$ cat src/rtl/mac_seq_if.sv
// ---------------------------------------------------------------------------
// mac_seq_if : start/done, memory read and MAC operand bundle for mac_seq
// Revision   : 1.0
// ---------------------------------------------------------------------------
`default_nettype none

interface mac_seq_if #(
  parameter int ADDR_W = 10
) ();
  logic                     start;
  logic                     busy;
  logic        [ADDR_W-1:0] addr;
  logic signed [7:0]        mem_in;
  logic signed [7:0]        mem_wt;
  logic signed [7:0]        mac_in1;
  logic signed [7:0]        mac_in2;
  logic                     mac_clr_n;
  logic signed [25:0]       acc;
  logic        [7:0]        result;
  logic                     result_vld;
  logic                     done;

  // Sequencer side: drives addresses, MAC operands and the result.
  modport master (
    input  start, mem_in, mem_wt, acc,
    output busy, addr, mac_in1, mac_in2, mac_clr_n, result, result_vld, done
  );

  // Environment side: controller, memories and the MAC.
  modport slave (
    output start, mem_in, mem_wt, acc,
    input  busy, addr, mac_in1, mac_in2, mac_clr_n, result, result_vld, done
  );
endinterface

`default_nettype wire

$ cat src/rtl/mac_seq.sv
// ---------------------------------------------------------------------------
// mac_seq  : walks N_IN operand pairs into one MAC, then scales/saturates acc
//            to an 8-bit neuron output. MAC_SEQ_SIGNED_OUT_EN selects signed
//            saturation instead of ReLU.
// Revision : 1.0
// ---------------------------------------------------------------------------
`default_nettype none

module mac_seq #(
  parameter int N_IN   = 784,
  parameter int ADDR_W = 10,
  parameter int SHIFT  = 10
) (
  input  logic     clk,
  input  logic     rst,
  mac_seq_if.master bus
);

  typedef enum logic [1:0] {
    IDLE  = 2'd0,
    RUN   = 2'd1,
    DRAIN = 2'd2,
    OUT   = 2'd3
  } state_t;

  localparam logic [ADDR_W-1:0] LAST_ADDR = ADDR_W'(N_IN - 1);

  state_t             state;
  state_t             state_nxt;
  logic [ADDR_W-1:0]  addr;
  logic               v;
  logic               vld;
  logic [7:0]         result;
  logic [7:0]         sat;
  logic signed [25:0] s;
  logic               busy_c;
  logic               clr_n_c;

  always_ff @(posedge clk or posedge rst) begin
    if (rst) state <= IDLE;
    else     state <= state_nxt;
  end

  always_comb begin
    state_nxt = state;
    busy_c    = 1'b1;
    clr_n_c   = 1'b0;
    case (state)
      IDLE: begin
        busy_c = 1'b0;
        if (bus.start) state_nxt = RUN;
      end
      RUN: begin
        clr_n_c = 1'b1;
        if (addr == LAST_ADDR) state_nxt = DRAIN;
      end
      DRAIN: begin
        clr_n_c   = 1'b1;
        state_nxt = OUT;
      end
      OUT:     state_nxt = IDLE;
      default: state_nxt = IDLE;
    endcase
  end

  // v tracks that memory data on this cycle belongs to an issued address.
  always_ff @(posedge clk or posedge rst) begin
    if (rst) begin
      addr   <= '0;
      v      <= 1'b0;
      vld    <= 1'b0;
      result <= 8'h00;
    end else begin
      v   <= (state == RUN);
      vld <= (state == OUT);
      if (state == RUN && addr != LAST_ADDR) addr <= addr + ADDR_W'(1);
      else                                   addr <= '0;
      if (state == OUT) result <= sat;
    end
  end

  assign s = bus.acc >>> SHIFT;

  always_comb begin
    sat = s[7:0];
`ifdef MAC_SEQ_SIGNED_OUT_EN
    if (s < -26'sd128)     sat = 8'h80;
    else if (s > 26'sd127) sat = 8'h7F;
`else
    if (s < 26'sd0)        sat = 8'h00;
    else if (s > 26'sd127) sat = 8'h7F;
`endif
  end

  assign bus.busy       = busy_c;
  assign bus.addr       = addr;
  assign bus.mac_clr_n  = clr_n_c;
  assign bus.mac_in1    = v ? bus.mem_in : 8'sd0;
  assign bus.mac_in2    = v ? bus.mem_wt : 8'sd0;
  assign bus.result     = result;
  assign bus.result_vld = vld;
  assign bus.done       = vld;

endmodule

`default_nettype wire

$ cat src/flat_wrapper.sv
// flat-port wrapper written by rule: the top's interface ports become plain ports
module mac_seq_flat 
#(
  parameter int N_IN   = 784,
  parameter int ADDR_W = 10,
  parameter int SHIFT  = 10
)
  (clk, rst, bus_start, bus_mem_in, bus_mem_wt, bus_acc, bus_busy, bus_addr, bus_mac_in1, bus_mac_in2, bus_mac_clr_n, bus_result, bus_result_vld, bus_done);
  mac_seq_if #(.ADDR_W(ADDR_W)) bus_i ();
  input  logic clk;
  input  logic rst;
  input wire logic [$bits(bus_i.start)-1:0] bus_start;
  input wire logic [$bits(bus_i.mem_in)-1:0] bus_mem_in;
  input wire logic [$bits(bus_i.mem_wt)-1:0] bus_mem_wt;
  input wire logic [$bits(bus_i.acc)-1:0] bus_acc;
  output wire logic [$bits(bus_i.busy)-1:0] bus_busy;
  output wire logic [$bits(bus_i.addr)-1:0] bus_addr;
  output wire logic [$bits(bus_i.mac_in1)-1:0] bus_mac_in1;
  output wire logic [$bits(bus_i.mac_in2)-1:0] bus_mac_in2;
  output wire logic [$bits(bus_i.mac_clr_n)-1:0] bus_mac_clr_n;
  output wire logic [$bits(bus_i.result)-1:0] bus_result;
  output wire logic [$bits(bus_i.result_vld)-1:0] bus_result_vld;
  output wire logic [$bits(bus_i.done)-1:0] bus_done;
  assign bus_i.start = bus_start;
  assign bus_i.mem_in = bus_mem_in;
  assign bus_i.mem_wt = bus_mem_wt;
  assign bus_i.acc = bus_acc;
  assign bus_busy = bus_i.busy;
  assign bus_addr = bus_i.addr;
  assign bus_mac_in1 = bus_i.mac_in1;
  assign bus_mac_in2 = bus_i.mac_in2;
  assign bus_mac_clr_n = bus_i.mac_clr_n;
  assign bus_result = bus_i.result;
  assign bus_result_vld = bus_i.result_vld;
  assign bus_done = bus_i.done;
  mac_seq #(.N_IN(N_IN), .ADDR_W(ADDR_W), .SHIFT(SHIFT)) u_core (.clk(clk), .rst(rst), .bus(bus_i));
endmodule
$ cat config.mk
export PLATFORM = sky130hd
export DESIGN_NAME = mac_seq_flat
export DESIGN_NICKNAME = d
export VERILOG_FILES = /design/src/rtl/mac_seq_if.sv /design/src/rtl/mac_seq.sv /design/src/flat_wrapper.sv
export SDC_FILE = /design/constraint.sdc
export NUM_CORES = 1
export LEC_CHECK = 0
export ABC_AREA = 1
export CAP_MARGIN = 20
export CORE_MARGIN = 1
export CORE_UTILIZATION = 30
export DETAILED_ROUTE_END_ITERATION = 6
export HOLD_SLACK_MARGIN = 0.08
export PLACE_DENSITY = 0.72
export SLEW_MARGIN = 15
export SYNTH_ARGS = -nofsm -noshare
export SYNTH_HDL_FRONTEND = slang
export SYNTH_SLANG_ARGS = --single-unit
$ cat constraint.sdc
create_clock -name clk -period 1.3 [get_ports clk]
set_input_delay 0.195 -clock clk [delete_from_list [all_inputs] [get_ports clk]]
set_output_delay 0.195 -clock clk [all_outputs]
set_load 0.005 [all_outputs]
-- Word level (Yosys, flattened, before mapping)
Index checks and enable logic that the tools add are counted.
- register bits after elaboration: 22
- bits of input ports: 45
- word-level logic and storage cells: 29
- add/sub/neg operators: 1
- order comparisons: 2
- equality and inequality tests: 7
- mux-type cells: 10
- reduce and logical (&&, ||, !) cells: 4
- operator list (operator ; number):
    two-way mux 8 bit ; 4
    greater-than comparator 16 x 8 -> 1 bit (second input constant) ; 1
    less-than comparator 16 x 1 -> 1 bit (second input constant) ; 1
    adder 10 x 1 -> 10 bit (second input constant) ; 1
    equality test 10 bit (second input constant) ; 1
    two-way mux 10 bit ; 1
    inequality test 10 bit (second input constant) ; 1
    one-hot mux 2 bit (4 select lines) ; 1
    equality test 2 bit (second input constant) ; 2
    two-way mux 2 bit ; 2
    equality test 2 x 1 -> 1 bit (second input constant) ; 1
    zero test 2 bit ; 1
    two-way mux 1 bit ; 2
    inequality test 2 x 1 -> 1 bit (second input constant) ; 1
    inequality test 2 bit (second input constant) ; 1
    AND reduction 2 bit ; 1
    OR reduction 2 bit ; 1
    logical AND 1 bit ; 1

-- Longest topological paths before layout
Gate-level depths: netlist of run 1.
- depth in word-level cells: 3
- depth in mapped cells: 8

-- Worst setup path before layout of run 1
Ideal clock, no wire load.
- path kind: register to register
- start point: register u_core.addr[0] (netlist: u_core.bus.addr[0])
- end point: register u_core.state[1]
- setup time: 0.117 ns
- arrival time: 1.118 ns
- slack: 0.065 ns
- cell stages (with the launch flop): 9
- path buffers: 1
- clock period less this slack: 1.235 ns
- cells stage by stage: dfrtp_1 ha_1 nand3_2 nor2_1 nand2_1 nand2_2 buf_6 nand3_2 nand2_1
- longest elaborated chain between the ends: 3
- ends and longest elaborated chain (element ; line ; source):
    start, declared ; mac_seq.sv:30 ; logic [ADDR_W-1:0] addr;
    start signal, assigned ; mac_seq.sv:76 ; if (state == RUN && addr != LAST_ADDR) addr <= addr + ADDR_W'(1);
    equality test 10 bit ; mac_seq.sv:55 ; if (addr == LAST_ADDR) state_nxt = DRAIN;
    inequality test 2 x 1 -> 1 bit (no line) ; - ;
    AND reduction 2 bit (no line) ; - ;
    end signal, assigned ; mac_seq.sv:41 ; else state <= state_nxt;
    end, declared ; mac_seq.sv:28 ; state_t state;
No other way between the ends.
A chain may end at the register's enable or synchronous reset.

-- Final worst setup path of run 1
- start point: register u_core.addr[1] (netlist: u_core.bus.addr[1])
- end point: register u_core.addr[8] (netlist: u_core.bus.addr[8])
- longest elaborated chain between the ends: 3
- ends and longest elaborated chain (element ; line):
    branches (longest 2 deep; another with adder 10 x 1 -> 10 bit) ; -
    two-way mux 10 bit (*) ; mac_seq.sv:76
Mark *: on every way between the ends.

==> results of run 1 <==
## per-stage QoR
step | setup TNS [ns] | worst slack, ns | area [µm²]
5_1_grt | -1.79 | -0.141 | 2530
2_1_floorplan | 0 | 0.0652 | 1270
3_5_place_dp | -2.03 | -0.146 | 2170
6_report | -0.710 | -0.0701 | 2530
4_1_cts | -1.07 | -0.132 | 2380
3_3_place_gp | -1.92 | -0.144 | 2170
## cells in the final DEF, fill, tap and decap left out, types with 2 or more instances in the layout
cell type / count
nor2_4: 5
ha_4: 4
nor3_1: 2
clkbuf_2: 2
nand3_1: 3
buf_4: 24
buf_6: 9
buf_2: 13
clkdlybuf4s50_1: 34
buf_12: 3
clkbuf_8: 3
dlygate4sd2_1: 19
nand2_2: 13
nor2_2: 6
nor2_1: 12
nand2_1: 54
nand3_2: 3
nand2_4: 4
inv_2: 8
inv_1: 29
dfrtp_1: 22
nand4_1: 2
ha_2: 2
## worst paths after layout
kind                                                  startpoint                                to  slack (ns)  cells past startpoint
min in group clk                u_core.bus.result[1]$_DFFE_PP0P_  u_core.bus.result[1]$_DFFE_PP0P_        0.48                      2
worst max-delay path                u_core.bus.addr[1]$_DFF_PP0_      u_core.bus.addr[8]$_DFF_PP0_       -0.07                      8
worst min register to register  u_core.bus.result[1]$_DFFE_PP0P_  u_core.bus.result[1]$_DFFE_PP0P_        0.48                      2
worst min-delay path                                         rst  u_core.bus.result[5]$_DFFE_PP0P_        0.12                      2
worst max register to register      u_core.bus.addr[1]$_DFF_PP0_      u_core.bus.addr[8]$_DFF_PP0_       -0.07                      8
max in group asynchronous                                    rst         u_core.bus.done$_DFF_PP0_        0.82                      3
## kinds of logic (layout without fill, tap and decap cells)
family,Yosys count,count (layout),synth area share [%]
AOI/OAI and AO/OA,2,2,0.789
xor gates and xnor gates,2,2,1.38
adders and majority gates,6,6,5.92
buffers and inverters,41,147,13.1
DFF,22,22,43.4
and+or+nand+nor,108,108,35.3
## layout make-up
class / count / area share [%]
Clock buffer: 3 / 1.63
Inverter: 37 / 5.49
Clock inverter: 1 / 1.19
Multi-Input combinational cell: 118 / 29.5
Sequential cell: 22 / 21.8
Tap cell: 50 / 2.47
Timing Repair Buffer: 106 / 37.9
## flip-flops by register name, indices dropped and copies added, names as in the netlist
signal,flops
u_core.bus.result,8
u_core.v,1
u_core.bus.done,1
u_core.state,2
u_core.bus.addr,10
## timing repair
item                                    4_1_cts  5_1_grt
pin swaps                                     1        6
hold endpoints to repair                      0        0
endpoints found under the setup margin       45       37
hold buffers                                  0        0
gates cloned                                  1        1
resized for setup                           111       44
setup buffers                                18        3
## layer usage
metal,GRT usage (%),routed length [µm],up-vias
li1,-,-,740
met1,17.0,1430,669
met2,33.0,2140,40
met3,3.08,301,4
met4,5.05,42,0
met5,0,0,-
## power by group through the flow
stage	sequential [µW]	combinational [µW]	clock, µW
after global routing	1010	2600	692
after CTS	972	2140	658
after global placement	983	1900	0
final	981	2340	639
after floorplan	1020	724	0
after detailed placement	995	1910	0
==> metrics.md, run 1 <==
| Metric | Value |
|---|---|
| Run status | finished, violations left |
| Failing checks | negative setup slack |
| Syn_nets | 232 |
| Post-Synthesis Cells | 181 |
| Vias/cell | 4.31 |
| First-pass GRT wire length | roughly 5600 µm |
| Clock Power Share | between 10% and 20% |
| Critical path class | reg2reg |
| Hold WS | 0.125 ns |
| Initial antenna violation count | 0 |
| Dpl hpwl | roughly 2500 µm |
| Pwr Density | 1570 mW/mm² |
| Critical Path Sink Type | flip-flop |
| Worst-Margin Slew | 0.256 ns |
| Leak | 0.00137 µW |
| Top post-synthesis cells by count | nand2_1, inv_1, dfrtp_1, nor2_1, ha_1 |
| NumNets Final | 339 |
| Vias in the first global route | roughly 1.3k |
| Minimum clock period | 1.37 ns |
| Synthesized area per cell | about 7 µm² |
| Unique masters post-synth | 21 |
| Die height | 67 µm |
| Crit-path cells | buf_6 -> ha_4 -> nand3_4 -> nor2_4 -> nand2_2 -> nand2_4 -> clkbuf_16 -> a21oi_2 |
| Register area | 551 µm² |
| Largest net degree at the start of global routing | 20 |
| Max incr delay on CP | 0.40 ns |
| Port bufs | 72 |
| Comb pwr share | ~60% |
| Synth top area share | 43.4% |
| Filler cells | 366 |
| Final hold vios | 0 |
| Delay-heaviest family, CP | flip-flops |
| Clock skew | just under 0.006 ns |
| Part of the cycle the worst path needs | 105% |
| Max Cap Viol | 0 |
| Final Core Density | a little over three fifths |
| H-Tree Level Count | 1 |
| Grt ovf | 0 |
| Routed Antenna Nets | 0 |
| Multi-input combinational cell area | 747 µm² |
| Setup crit start kind | flip-flop |
| Drt wl/cell | roughly 12 µm |
| Switching power | 1380 µW |
| Clock Latency Late Sink | 0.26 ns |
| Diode count | 0 |
| Post-synth EDFFs | 0 |
| DRC | 0 |
| Rel. slew slack | 82.7% |
| Die area | 0.00449 mm² |
| Root buf cell | clkbuf_8 |
| Row cnt | 23 |
| Count leader, synth | nand2_1 |
| Register area share after synthesis | 43.4% |
| Syn Std Cell Area | between 0.001 and 0.0015 mm² |
| Ys Warns | 0 |
| Post-synth ARST share | 100% |
| Clock sink total | 22 |
| Total number of vias | 1453 |
| Area Growth Syn to Fin | 99.5% |
| Final cell count without fillers | about 340 |
| Hold Path Class | in2async |
| F_max | 730 MHz |
| Internal | roughly 2600 µW |
| Initial Utilization | 31.5% |
| Clk buf depth | 2 |
| Ys flop type | dfrtp_1 |
| Die width | 67 µm |
| Top cells by area, synth | dfrtp_1, nand2_1, inv_1 |
| Crit Path Max Fanout | 5 |
| CTS tree | done |
| Layout cells sized above 1 | 37.3% |
| Total Power | 3960 µW |
| Tot GR Track Use | around 17% |
| Worst Path Buf+Inv | 2 |
| Slew Viols, Final | 0 |
| Placed cells | 313 |
| Unrepaired setup endpoints after global routing | true |
| Final setup viols | 16 |
| Sw Share | 34.8% |
| IO Pins | 83 |
| Pre-antenna DRT Iters | 6 |
| Routability cong. | 0.746 |
| Synthesized flop and latch total | 22 |
| CTS buffer count | 3 |
| Critical Path RT | 1.46 ns |
| Initial DRC Count | 39 |
| Yosys top cell by area | dfrtp_1 |
| Arr. time, crit path | approximately 1.5 ns |
| Post-route worst setup slack | -0.0701 ns |
| Final wirelength | 3910 µm |
| Worst-path clk slew | 0.09 ns |
| Worst VDD drop | roughly 0.0012 V |
| Core area | 0.00403 mm² |
| Sequential Power Share | between 20% and 30% |
| CP max stage cell | dfrtp_1 |
Power figures use the tool's default switching activity.
==> run 2: changes to the inputs <==
--- a/config.mk
+++ b/config.mk
@@ -11,7 +11,7 @@
 export CORE_UTILIZATION = 30
 export DETAILED_ROUTE_END_ITERATION = 6
 export HOLD_SLACK_MARGIN = 0.08
-export PLACE_DENSITY = 0.72
+export PLACE_DENSITY_LB_ADDON = 0.05
 export SLEW_MARGIN = 15
 export SYNTH_ARGS = -nofsm -noshare
 export SYNTH_HDL_FRONTEND = slang
==> metrics.md, run 2 (synthesis results as in run 1) <==
| Metric | Value |
|---|---|
| Crit-path cells | inv_2 -> ha_1 -> clkbuf_2 (was buf_6 -> ha_4 -> nand3_4 -> nor2_4 -> nand2_2 -> nand2_4 -> clkbuf_16 -> a21oi_2) |
| Row cnt | 23 (unchanged) |
| First-pass GRT wire length | 5690 µm (was 5610 µm) |
| F_max | 772 MHz (was 730 MHz) |
| Worst-Margin Slew | 0.276 ns (was 0.256 ns) |
| Area Growth Syn to Fin | 87.1% (was 99.5%) |
| Hold-fix buffers, CTS | 0 (unchanged) |
| Dpl cell area | 0.00215 mm² (was 0.00217 mm²) |
| Clock skew | 0.00157 ns (was 0.00591 ns) |
| H-Tree Level Count | 1 (unchanged) |
| Max reg flops | 10 (unchanged) |
| Critical path class | reg2out (was reg2reg) |
| Largest Register | u_core.bus.addr (unchanged) |
| Initial antenna violation count | 0 (unchanged) |
| Commonest non-fill, non-tap cell in the layout | nand2_1 (unchanged) |
| Final wirelength | 3460 µm (was 3910 µm) |
| Largest regs | u_core.bus.addr x10, u_core.bus.result x8, u_core.state x2 (unchanged) |
| Hold Path Class | in2async (unchanged) |
| Drt wl/cell | 10.5 µm (was 11.6 µm) |
| Initial DRC Count | 85 (was 39) |
| Total number of vias | 1385 (was 1453) |
| CTS buffer count | 3 (unchanged) |
| Routed Antenna Nets | 0 (unchanged) |
| Die area | 0.00449 mm² (unchanged) |
| Critical Path Sink Type | output pin (was flip-flop) |
| Root buf cell | clkbuf_8 (unchanged) |
| Leak | 0.00131 µW (was 0.00137 µW) |
| Final setup viols | 0 (was 16) |
| Design area | 0.00237 mm² (was 0.00253 mm²) |
| Vias/cell | 4.20 (was 4.31) |
| CTS tree | done (unchanged) |
| Largest net degree at the start of global routing | 23 (was 20) |
| Most frequent cells in the layout | nand2_1, clkdlybuf4s50_1, inv_1 (was nand2_1, clkdlybuf4s50_1, inv_1, buf_4, dfrtp_1) |
| Hold WS | 0.247 ns (was 0.125 ns) |
| Max incr delay on CP | 0.39 ns (was 0.40 ns) |
| Vias in the first global route | 1309 (was 1326) |
| Arr. time, crit path | 1.10 ns (was 1.53 ns) |
| Run status | finished, final reports clean (was finished, violations left) |
| Rel. slew slack | 81.6% (was 82.7%) |
| Dpl hpwl | 2450 µm (was 2500 µm) |
| Final hold vios | 0 (unchanged) |
| Core area | 0.00403 mm² (unchanged) |
| Grt ovf | 0 (unchanged) |
| Diode count | 0 (unchanged) |
| Worst-path clk slew | 0.08 ns (was 0.09 ns) |
| Tot GR Track Use | 17.0% (was 16.6%) |
| Final cell count without fillers | 330 (was 337) |
| IO Pins | 83 (unchanged) |
| Total Power | 3640 µW (was 3960 µW) |
| Pre-antenna DRT Iters | 2 (was 6) |
| Crit Path Max Fanout | 2 (was 5) |
| Layout cells sized above 1 | 35.7% (was 37.3%) |
| NumNets Final | 332 (was 339) |
| Minimum clock period | 1.29 ns (was 1.37 ns) |
| Worst VDD drop | 0.000859 V (was 0.00115 V) |
| CP max stage cell | dfrtp_1 (unchanged) |
| Pwr Density | 1540 mW/mm² (was 1570 mW/mm²) |
| Slew Viols, Final | 0 (unchanged) |
| Port bufs | 72 (unchanged) |
| Initial Utilization | 31.5% (unchanged) |
| Clock sink total | 22 (unchanged) |
| Max Cap Viol | 0 (unchanged) |
| Unrepaired setup endpoints after global routing | true (unchanged) |
| Routability cong. | 0.735 (was 0.746) |
| Die height | 67 µm (unchanged) |
| Clock Latency Late Sink | 0.27 ns (was 0.26 ns) |
| Placed cells | 314 (was 313) |
| DRC | 0 (unchanged) |
| Part of the cycle the worst path needs | 99.6% (was 105%) |
| Die width | 67 µm (unchanged) |
| Setup crit start kind | flip-flop (unchanged) |
| Worst R2R Path Depth | 6 (was 8) |
| Critical Path RT | 1.11 ns (was 1.46 ns) |
| Clk buf depth | 2 (unchanged) |
==> run 2: changes by cell type in the layout (fill, tap and decap cells not counted), moves of 4 or more <==
cell	change
buf_4	-4
nand2_2	+6
ha_1	+5
nand2_1	-6
==> run 2: routing by layer <==
metal / part of all wire (%) / vias to the layer above / track usage [%] / wire (µm)
li1: - / 721 / - / -
met1: 41 / 626 / 18.3 / 1400
met2: 54 / 36 / 31.9 / 1860
met3: 5.5 / 2 / 5.14 / 190
met4: 0.17 / 0 / 3.72 / 6
met5: 0 / - / 0 / 0
==> run 2: power by group <==
group          switching [µW]  leakage [µW]  internal, µW
registers                 118      0.000286           880
logic                     930      0.000986          1060
clock network             241     0.0000357           412
total                    1290       0.00131          2350
==> run 2: final cells by class <==
class | instances | area, µm²
fillers | 388 | 1660
repair buffers | 99 | 861
multi-input cells | 118 | 684
flip-flops and latches | 22 | 553
inverters | 37 | 139
well taps | 50 | 62.6
clock buffers | 3 | 41.3
clock inverters | 1 | 30.0
==> run 2: critical path: cells and delay by family (launching register included) <==
kind | cells | cell delay, ns
buffers and inverters | 2 | 0.17
DFF | 1 | 0.39
adders and majority gates | 1 | 0.28
==> run 2: worst paths after layout <==
path                                                  startpoint                                to  slack, ns
worst max-delay path                 u_core.state[0]$_DFFE_PP0P_                     bus_mac_clr_n      0.005
worst min-delay path                                         rst       u_core.state[1]$_DFFE_PP0P_       0.25
worst max register to register       u_core.state[0]$_DFFE_PP0P_       u_core.state[0]$_DFFE_PP0P_      0.005
min in group clk                u_core.bus.result[4]$_DFFE_PP0P_  u_core.bus.result[4]$_DFFE_PP0P_       0.48
worst min register to register  u_core.bus.result[4]$_DFFE_PP0P_  u_core.bus.result[4]$_DFFE_PP0P_       0.48
max in group asynchronous                                    rst                u_core.v$_DFF_PP0_       0.82
==> run 2: stage by stage <==
stage | utilization (%) | setup slack (ns) | TNS (ns)
after detailed placement | 53.3 | -0.143 | -2.31
after global placement | 53.3 | -0.133 | -2.01
after CTS | 57.2 | -0.0919 | -0.766
after floorplan | - | 0.0652 | 0
after global routing | 58.9 | -0.0632 | -0.630
final | 58.9 | 0.00503 | 0
==> run 2: timing repair <==
item                       4_1_cts  5_1_grt
resized for setup              120       34
cloned                           1        0
setup buffers                   11        2
pin swaps                        2       10
setup endpoints to repair       46       37
==> run 3: changes to the inputs <==
--- a/config.mk
+++ b/config.mk
@@ -7,7 +7,6 @@
 export LEC_CHECK = 0
 export ABC_AREA = 1
 export CAP_MARGIN = 20
-export CORE_MARGIN = 1
 export CORE_UTILIZATION = 30
 export DETAILED_ROUTE_END_ITERATION = 6
 export HOLD_SLACK_MARGIN = 0.08
==> constraint.sdc (replaced) <==
create_clock -name clk -period 1.3 [get_ports clk]
set_input_delay 0.195 -clock clk [delete_from_list [all_inputs] [get_ports clk]]
set_output_delay 0.195 -clock clk [all_outputs]
set_load 0.05 [all_outputs]
==> metrics.md, run 3 (synthesis results as in run 1) <==
| Metric | Value |
|---|---|
| Critical Path RT | 1.11 ns (about the same) |
| H-Tree Level Count | 1 (unchanged) |
| F_max | 758 MHz (was 772 MHz) |
| Largest regs | u_core.bus.addr x10, u_core.bus.result x8, u_core.state x2 (unchanged) |
| Worst R2R Path Depth | 8 (was 6) |
| R2R setup slack | 0.06 ns (was 0.005 ns) |
| Crit-path cells | inv_2 -> ha_4 -> clkinvlp_4 -> buf_12 (was inv_2 -> ha_1 -> clkbuf_2) |
| Hold Path Class | in2async (unchanged) |
| Root buf cell | clkbuf_8 (unchanged) |
| Clock skew | 0.00704 ns (was 0.00157 ns) |
| Arr. time, crit path | 1.12 ns (was 1.10 ns) |
| Final setup viols | 2 (was 0) |
| Pre-antenna DRT Iters | 4 (was 2) |
| Hold WS | 0.237 ns (was 0.247 ns) |
| Max incr delay on CP | 0.41 ns (was 0.39 ns) |
| Hold-fix buffers, CTS | 0 (unchanged) |
| Max Cap Viol | 0 (unchanged) |
| Area Growth Syn to Fin | 116% (was 87.1%) |
| Reg2Reg Launch Point | u_core.bus.addr[1]$_DFF_PP0_ (was u_core.state[0]$_DFFE_PP0P_) |
| Failing checks | negative setup slack |
| Final wirelength | 3550 µm (was 3460 µm) |
| CTS tree | done (unchanged) |
| Crit path from | u_core.state[0]$_DFFE_PP0P_ (unchanged) |
| Clock sink total | 22 (unchanged) |
| Pwr Density | 2140 mW/mm² (was 1540 mW/mm²) |
| DRC | 0 (unchanged) |
| Largest net degree at the start of global routing | 17 (was 23) |
| Routed Antenna Nets | 0 (unchanged) |
| Setup crit start kind | flip-flop (unchanged) |
| NumNets Final | 327 (was 332) |
| Port bufs | 72 (unchanged) |
| Most frequent cells in the layout | nand2_1, buf_12, clkdlybuf4s50_1, nor2_1, buf_4 (was nand2_1, clkdlybuf4s50_1, inv_1) |
| Die width | 67 µm (unchanged) |
| Rel. slew slack | 84.0% (was 81.6%) |
| Placed cells | 315 (was 314) |
| First-pass GRT wire length | 6010 µm (was 5690 µm) |
| Grt ovf | 0 (unchanged) |
| Row cnt | 23 (unchanged) |
| Run status | finished, violations left (was finished, final reports clean) |
| Dpl hpwl | 2900 µm (was 2450 µm) |
| Final hold vios | 0 (unchanged) |
| Clock Latency Late Sink | 0.26 ns (was 0.27 ns) |
| Worst setup path endpoint | bus_busy (was bus_mac_clr_n) |
| Initial DRC Count | 42 (was 85) |
| Worst VDD drop | 0.00145 V (was 0.000859 V) |
| Largest Register | u_core.bus.addr (unchanged) |
| Commonest non-fill, non-tap cell in the layout | nand2_1 (unchanged) |
| Diode count | 0 (unchanged) |
| Worst-Margin Slew | 0.238 ns (was 0.276 ns) |
| Initial antenna violation count | 0 (unchanged) |
| Critical path class | reg2out (unchanged) |
| Initial Utilization | 31.5% (unchanged) |
| Unrepaired setup endpoints after global routing | true (unchanged) |
| Vias/cell | 4.20 (about the same) |
| Layout cells sized above 1 | 38.5% (was 35.7%) |
| Die area | 0.00449 mm² (unchanged) |
| Post-route worst setup slack | -0.0185 ns (was 0.00503 ns) |
| Routability cong. | 0.774 (was 0.735) |
| Max reg flops | 10 (unchanged) |
| Die height | 67 µm (unchanged) |
| Total number of vias | 1365 (was 1385) |
| Critical Path Sink Type | output pin (unchanged) |
| Total Power | 5850 µW (was 3640 µW) |
| Minimum clock period | 1.32 ns (was 1.29 ns) |
| Leak | 0.00131 µW (about the same) |
| Core area | 0.00403 mm² (unchanged) |
| Clk buf depth | 2 (unchanged) |
| Crit Path Max Fanout | 2 (unchanged) |
| Final cell count without fillers | 325 (was 330) |
| Part of the cycle the worst path needs | 101% (was 99.6%) |
| RR Endpoint | u_core.state[1]$_DFFE_PP0P_ (was u_core.state[0]$_DFFE_PP0P_) |
| Slew Viols, Final | 0 (unchanged) |
| Drt wl/cell | 10.9 µm (was 10.5 µm) |
| IO Pins | 83 (unchanged) |
| CP max stage cell | dfrtp_1 (unchanged) |
| Worst-path clk slew | 0.09 ns (was 0.08 ns) |
| Vias in the first global route | 1348 (was 1309) |
| CTS buffer count | 3 (unchanged) |
| Tot GR Track Use | 17.9% (was 17.0%) |
run 3: changes by cell type in the layout (fill, tap and decap cells not counted), sizes merged:
| cell | before | now |
|---|---|---|
| clkbuf | 4 | 3 |
| buf | 44 | 60 |
| dlygate4sd2 | 20 | 0 |
| clkinvlp | 0 | 1 |
| inv | 37 | 36 |
run 3: through the flow:
stage / setup TNS, ns / utilization, % / worst slack (ns) / cell area [µm²]
finish: -0.0200 / 68.0 / -0.0185 / 2740
global route: -0.197 / 68.0 / -0.0656 / 2740
CTS: -0.0391 / 66.6 / -0.0352 / 2680
detailed placement: -0.00556 / 63.8 / -0.00556 / 2570
global placement: 0 / 63.8 / 0.0301 / 2570
floorplan: -0.771 / - / -0.112 / 1320
run 3: layout make-up:
type,count,area (µm²)
fillers,324,1290
repair buffers,94,1280
multi-input cells,118,629
flip-flops and latches,22,556
inverters,37,143
well taps,50,62.6
clock buffers,3,41.3
clock inverters,1,30.0
run 3: what timing repair did:
item,4_1_cts,5_1_grt
buffers inserted,5,2
pin swaps,1,5
setup endpoints to repair,9,33
resized for setup,3,26
run 3: critical path, delay by kind of cell (launching register included):
family	cells	cell delay, ns
DFF	1	0.41
adders and majority gates	1	0.13
buffers and inverters	3	0.32
run 3: worst min-delay path by stage:
stage,start,to,cells past startpoint
after floorplan,rst,u_core.bus.addr[4]$_DFF_PP0_,1
after detailed placement,rst,u_core.bus.result[7]$_DFFE_PP0P_,3
after CTS,rst,u_core.bus.result[7]$_DFFE_PP0P_,3
after global routing,rst,u_core.state[0]$_DFFE_PP0P_,3
final,rst,u_core.bus.result[7]$_DFFE_PP0P_,3
after global placement,rst,u_core.state[0]$_DFFE_PP0P_,3
run 3: routing by layer:
layer	part of all wire [%]	vias to the layer above	wire length (µm)	global-route usage, %
li1	-	714	-	-
met1	44	608	1560	21.8
met2	51	39	1830	32.5
met3	3.4	4	120	2.05
met4	1.3	0	46	5.05
met5	0	-	0	0
run 3: where the power goes:
| part | total (µW) | switching [µW] | internal [µW] |
|---|---|---|---|
| clock | 635 | 224 | 411 |
| combinational | 4140 | 2150 | 1980 |
| sequential | 1080 | 196 | 882 |
| total | 5850 | 2570 | 3280 |
